<file path="src/rtl/d_fill_responder.sv">
// d_fill_responder: data-cache line-fill responder.
// Fetches 16 words from a word-addressed memory port, returns one 512-bit line.
// Ports: clk, rst (sync, active-high); d_rd_req/d_miss_addr fill request;
//   host_rd_ready/host_rd_data/host_rd_addr line response; fill_err window miss;
//   mem_req/mem_addr/mem_gnt issue side; mem_rvalid/mem_rdata in-order returns.
// Option: CRITICAL_WORD_FIRST_EN starts the fetch at d_miss_addr[3:0], wrapping mod 16.
module d_fill_responder #(
    parameter logic [19:0] WIN_HI          = 20'h00010,
    parameter logic [2:0]  WIN_LO_MIN      = 3'd1,
    parameter int          MAX_OUTSTANDING = 4
) (
    input  logic         clk,
    input  logic         rst,
    input  logic         d_rd_req,
    input  logic [31:0]  d_miss_addr,
    output logic         host_rd_ready,
    output logic [512:0] host_rd_data,
    output logic [31:0]  host_rd_addr,
    output logic         fill_err,
    output logic         mem_req,
    output logic [31:0]  mem_addr,
    input  logic         mem_gnt,
    input  logic         mem_rvalid,
    input  logic [31:0]  mem_rdata
);

    typedef enum logic [1:0] {
        IDLE,
        FETCH,
        RESP,
        HOLD
    } state_t;

    state_t       state;
    logic [27:0]  base_hi;
    logic [4:0]   issue_cnt;
    logic [4:0]   recv_cnt;
    logic [511:0] line;
    logic [511:0] rd_line;

    logic         in_win;
    logic         issued;
    logic         recv;
    logic [4:0]   issue_nx;
    logic [4:0]   recv_nx;
    logic [4:0]   out_nx;
    logic         req_nx;
    logic [3:0]   issue_idx;
    logic [3:0]   recv_idx;
    logic [511:0] line_nx;

    assign in_win = (d_miss_addr[31:12] == WIN_HI) &&
                    (d_miss_addr[11:9] >= WIN_LO_MIN);

    // Bit 512 of the response is reserved and always zero.
    assign host_rd_data = {1'b0, rd_line};

    always_comb begin
        issued   = (state == FETCH) && mem_req && mem_gnt;
        recv     = (state == FETCH) && mem_rvalid;
        issue_nx = issue_cnt + {4'b0, issued};
        recv_nx  = recv_cnt + {4'b0, recv};
        out_nx   = issue_nx - recv_nx;
        // Outstanding never grows while a request waits for grant, so a
        // raised mem_req stays raised until it is accepted.
        req_nx   = (issue_nx < 5'd16) &&
                   (out_nx < 5'(MAX_OUTSTANDING));
    end

`ifdef CRITICAL_WORD_FIRST_EN
    logic [3:0] start;

    always_ff @(posedge clk) begin
        if (rst) begin
            start <= '0;
        end else if (state == IDLE && d_rd_req) begin
            start <= d_miss_addr[3:0];
        end
    end

    // 4-bit add wraps 15 -> 0, so the fetch never leaves the line.
    always_comb begin
        issue_idx = start + issue_nx[3:0];
        recv_idx  = start + recv_cnt[3:0];
    end
`else
    wire unused_start = ^d_miss_addr[3:0];

    always_comb begin
        issue_idx = issue_nx[3:0];
        recv_idx  = recv_cnt[3:0];
    end
`endif

    always_comb begin
        line_nx = line;
        if (recv) begin
            line_nx[{recv_idx, 5'b0} +: 32] = mem_rdata;
        end
    end

    always_ff @(posedge clk) begin
        if (rst) begin
            state         <= IDLE;
            base_hi       <= '0;
            issue_cnt     <= '0;
            recv_cnt      <= '0;
            line          <= '0;
            rd_line       <= '0;
            host_rd_ready <= 1'b0;
            host_rd_addr  <= '0;
            fill_err      <= 1'b0;
            mem_req       <= 1'b0;
            mem_addr      <= '0;
        end else begin
            host_rd_ready <= 1'b0;
            fill_err      <= 1'b0;
            unique case (state)
                IDLE: begin
                    if (d_rd_req) begin
                        base_hi   <= d_miss_addr[31:4];
                        issue_cnt <= '0;
                        recv_cnt  <= '0;
                        if (in_win) begin
                            state <= FETCH;
                        end else begin
                            fill_err <= 1'b1;
                            state    <= HOLD;
                        end
                    end
                end
                FETCH: begin
                    issue_cnt <= issue_nx;
                    recv_cnt  <= recv_nx;
                    line      <= line_nx;
                    mem_req   <= req_nx;
                    mem_addr  <= {base_hi, issue_idx};
                    if (recv_nx == 5'd16) begin
                        // Response registers load on entry so they are
                        // valid during the single RESP cycle.
                        state         <= RESP;
                        mem_req       <= 1'b0;
                        host_rd_ready <= 1'b1;
                        rd_line       <= line_nx;
                        host_rd_addr  <= {base_hi, 4'h0};
                    end
                end
                RESP: begin
                    state <= HOLD;
                end
                HOLD: begin
                    // Requester may still hold d_rd_req this cycle.
                    state <= IDLE;
                end
            endcase
        end
    end

endmodule
</file>
<file path="config.mk">
export PLATFORM = sky130hd
export DESIGN_NAME = d_fill_responder
export DESIGN_NICKNAME = d
export VERILOG_FILES = /design/src/rtl/d_fill_responder.sv
export SDC_FILE = /design/constraint.sdc
export NUM_CORES = 2
export LEC_CHECK = 0
export CAP_MARGIN = 30
export CORE_MARGIN = 10
export CORE_UTILIZATION = 55
export DETAILED_ROUTE_END_ITERATION = 8
export HOLD_SLACK_MARGIN = 0.1
export PLACE_DENSITY = 0.82
export SETUP_SLACK_MARGIN = 0.2
export SLEW_MARGIN = 25
export SYNTH_ARGS = -nofsm -noshare
export SYNTH_HDL_FRONTEND = slang
export SYNTH_SLANG_ARGS = --single-unit
</file>
<file path="constraint.sdc">
create_clock -name clk -period 6.61 [get_ports clk]
set_clock_uncertainty 0.1 [all_clocks]
set_input_delay 1.322 -clock clk [delete_from_list [all_inputs] [get_ports clk]]
set_output_delay 1.322 -clock clk [all_outputs]
set_load 0.005 [all_outputs]
</file>
==> impl_results.md <==
- Critical path class: input port to register
- Max-cap violations: 0
- Final global-route overflow total: 0
- Area after DPL: 46,130 um^2
- CTS max path bufs: 3
- Worst path bufs/invs: 4
- WL/cell: 22.74 um
- Critical path arrival: 4.81 ns
- PostCTS Resize Cnt: 0
- Pin count of the biggest net entering global routing: 219
- Most used DFF post-synth: dfxtp_1
- Die ar.: 83,300 um^2
- DRT iter0 DRCs: 3,693
- Fraction of layout instances using a drive strength above 1: 5.903%
- H-tree levels: 3
- # hold bufs at CTS: 0
- Crit path max-delay family: buffers and inverters
- Sequential element share of the synthesized area: 56.85%
- Fill count: 5,354
- Seq cells post-synth: 1,127
- Peak fanout along the critical path: 68
- Synth Cell Area: 39,690 um^2
- Clock power share: 44.8%
- Total Power: 0.01394 W
- Post-synth top area share: 56.85%
- Worst slew margin: 36.24%
- Yosys cell types: 53
- Peak supply drop: 0.2250 mV
- Avg Synthesized Cell Area: 9.327 um^2
- Initial Util: 55.52%
- Post-DRT Antenna Nets: 0
- Crit start category: input port
- Vias in the first global route: 30,630
- CP peak stage delay: 0.57 ns
- Core Footprint: 71,490 um^2
- Number of cell rows: 98
- Yosys warns: 0
- DIE WIDTH: 288.6 um
- Via density: 5.796
- Placer Congestion: 0.8361
- Worst R2R Setup Slack: 2.78 ns
- Multi-input logic area: 15,460 um^2
- Seq. cell area: 22,560 um^2
- Post-synth EDFFs: 0
- Worst Setup End Kind: register
- Worst min path class: register to register
- Cells after DPL: 5,512
- Logic pwr share: 5.7%
- Final wirelength: 129,900 um
- Post-CTS Setup Repair Bufs: 0
- Fin cells: 5,712
- Final-report setup violation count: 0
- DPL Wire Length: 79,320 um
- Fmax: 0.2284 GHz
- TritonCTS clock tree: built
- Crit path required time: 7.04 ns
- Pwr Density: 280.1 nW/um^2
- Die Span Y: 288.6 um
- Post-Synthesis Cells: 4,255
- Drt drc: 0
- Worst-path clk slew: 0.06 ns
- Synthesis-to-finish area growth: 25.42%
- Synth area leader: dfxtp_1
- Int Pwr: 0.01072 W
- RSZ-0062 raised after global routing: no
- Boundary Pins: 649
- Vias: 33,110
- Fin. max-slew vios: 0
- Detailed Routing Iterations Pass 1: 5
- Post-route clock period utilization: 66.23%
- Outcome: complete, no violations
- Root buffer cell: clkbuf_16
- Worst skew pair latency: 0.67 ns
- Clock tree sinks: 1,127
- Cells along the critical path: clkdlybuf4s50_1, nand2_1, inv_1, ha_1, ha_1, nand2_1, o2bb2ai_1, nand3_2, nor2_4, buf_12, buf_4, nor2_1, a211oi_1
- Buffers on Ports: 639
- Sw frac: 23.14%
- P_leak: 18.45 nW
- Hold Fails Final Rpt: 0
- Final layout net count: 4,755
- Initial antenna violation count: 14
- Sequential share of power: 49.6%
- Net switching power figure: 0.003227 W
- Final design area excluding fillers: 49,780 um^2
- Worst-Margin Slew: 0.9564 ns
- Ys async rst share: 0%
- Fin crit period: 4.378 ns
- Setup_tns: 0 ns
- TritonCTS buffer count: 109
- First-pass GRT wire length: 189,800 um
- CP max stage cell: buf_4
- Dominant cells by area after synthesis: dfxtp_1 57%, nor2_1 10%, a211oi_1 9.7%
- GRT Total Usage: 29.53%
-- through the flow --
stage | hold WS, ns | setup slack, ns | util (%)
5_1_grt | 0.3759 | 2.026 | 69.63
2_1_floorplan | 0.3447 | 3.311 | -
6_report | 0.3548 | 2.232 | 69.63
4_1_cts | 0.3549 | 2.366 | 69.60
3_3_place_gp | 0.3422 | 1.793 | 64.45
3_5_place_dp | 0.3458 | 1.685 | 64.52
-- power by group through the flow --
stage	combinational [W]	clock, W	sequential, W
floorplan	0.000472	0	0.00705
global placement	0.000772	0	0.00706
detailed placement	0.000780	0	0.00706
CTS	0.000784	0.00629	0.00691
global route	0.000840	0.00655	0.00692
finish	0.000793	0.00624	0.00691
-- cell type report --
| cell class | instances | area share (%) |
|---|---|---|
| Timing Repair Buffer | 702 | 13.87 |
| Clock buffer | 164 | 6.483 |
| Sequential cell | 1127 | 45.33 |
| Multi-Input combinational cell | 2728 | 31.07 |
| Clock inverter | 33 | 0.8119 |
| Inverter | 6 | 0.04525 |
| Antenna cell | 2 | 0.01005 |
| Tap cell | 950 | 2.388 |
-- kinds of logic (layout without fill, tap and decap cells) --
logic type,count (synthesis),count (layout),share of synthesized area [%]
XOR/XNOR,15,15,0.3878
flip-flops,1127,1127,56.85
buffers and inverters,404,905,4.395
adder cells (fa/ha/maj),12,12,0.3783
multiplexers,255,255,6.431
AND/OR/NAND/NOR,1556,1556,17.01
other,1,7,0.009449
AO/OA/AOI/OAI,885,885,14.54
-- tightest hold or removal path, cell delays in order (launching register included) --
cell     delay [ns]
dfxtp_1        0.31
nand2_1        0.05
a21oi_1        0.05
-- metal layers --
metal,vias to the layer above,track usage (%),part of all wire [%]
met3,341,6.233,9.9
li1,15440,-,-
met5,-,0,0
met4,0,16.61,5.8
met2,1531,46.37,45
met1,15800,37.56,39
-- registers in the layout (all words and copies together), names as in the netlist --
| name | count |
|---|---|
| base_hi | 28 |
| fill_err | 1 |
| host_rd_ready | 1 |
| host_rd_addr | 28 |
| recv_cnt | 5 |
| mem_req | 1 |
| state | 2 |
| mem_addr | 32 |
| issue_cnt | 5 |
| line | 512 |
| rd_line | 512 |
-- worst paths after layout --
kind                                       from                             to  depth (start not counted)
setup / recovery                     mem_rvalid      rd_line[221]$_SDFFE_PP0P_                         13
hold reg to reg   host_rd_addr[14]$_SDFFE_PP0P_  host_rd_addr[14]$_SDFFE_PP0P_                          2
setup reg to reg          state[1]$_SDFFE_PP0P_      rd_line[221]$_SDFFE_PP0P_                         13
hold / removal    host_rd_addr[14]$_SDFFE_PP0P_  host_rd_addr[14]$_SDFFE_PP0P_                          2
-- cell usage after synthesis, types with 6 or more instances --
| master | count |
|---|---|
| nor3_1 | 7 |
| ha_1 | 12 |
| nand3_1 | 14 |
| a211oi_1 | 512 |
| xnor2_1 | 9 |
| clkbuf_1 | 249 |
| buf_2 | 128 |
| a21oi_1 | 351 |
| buf_4 | 11 |
| a22oi_1 | 6 |
| mux2i_1 | 255 |
| nor2_1 | 1078 |
| nand2_1 | 125 |
| and3_1 | 298 |
| dfxtp_1 | 1127 |
-- layout by cell type (no fill, tap or decap), types with 5 or more instances in the layout --
cell type,n
nand2_1,123
clkinv_2,19
buf_4,52
nor3_1,6
buf_2,18
inv_1,5
clkbuf_8,25
bufinv_16,6
buf_12,8
clkbuf_1,28
nor2_1,1076
a21oi_1,350
ha_1,11
dfxtp_1,1127
nand3_1,12
clkbuf_16,111
a22oi_1,6
xnor2_1,9
mux2i_1,255
nor4_1,5
nand2b_1,5
and3_1,294
clkdlybuf4s50_1,620
conb_1,5
a211oi_1,512
No activity file was read; power rests on OpenSTA's default activity.
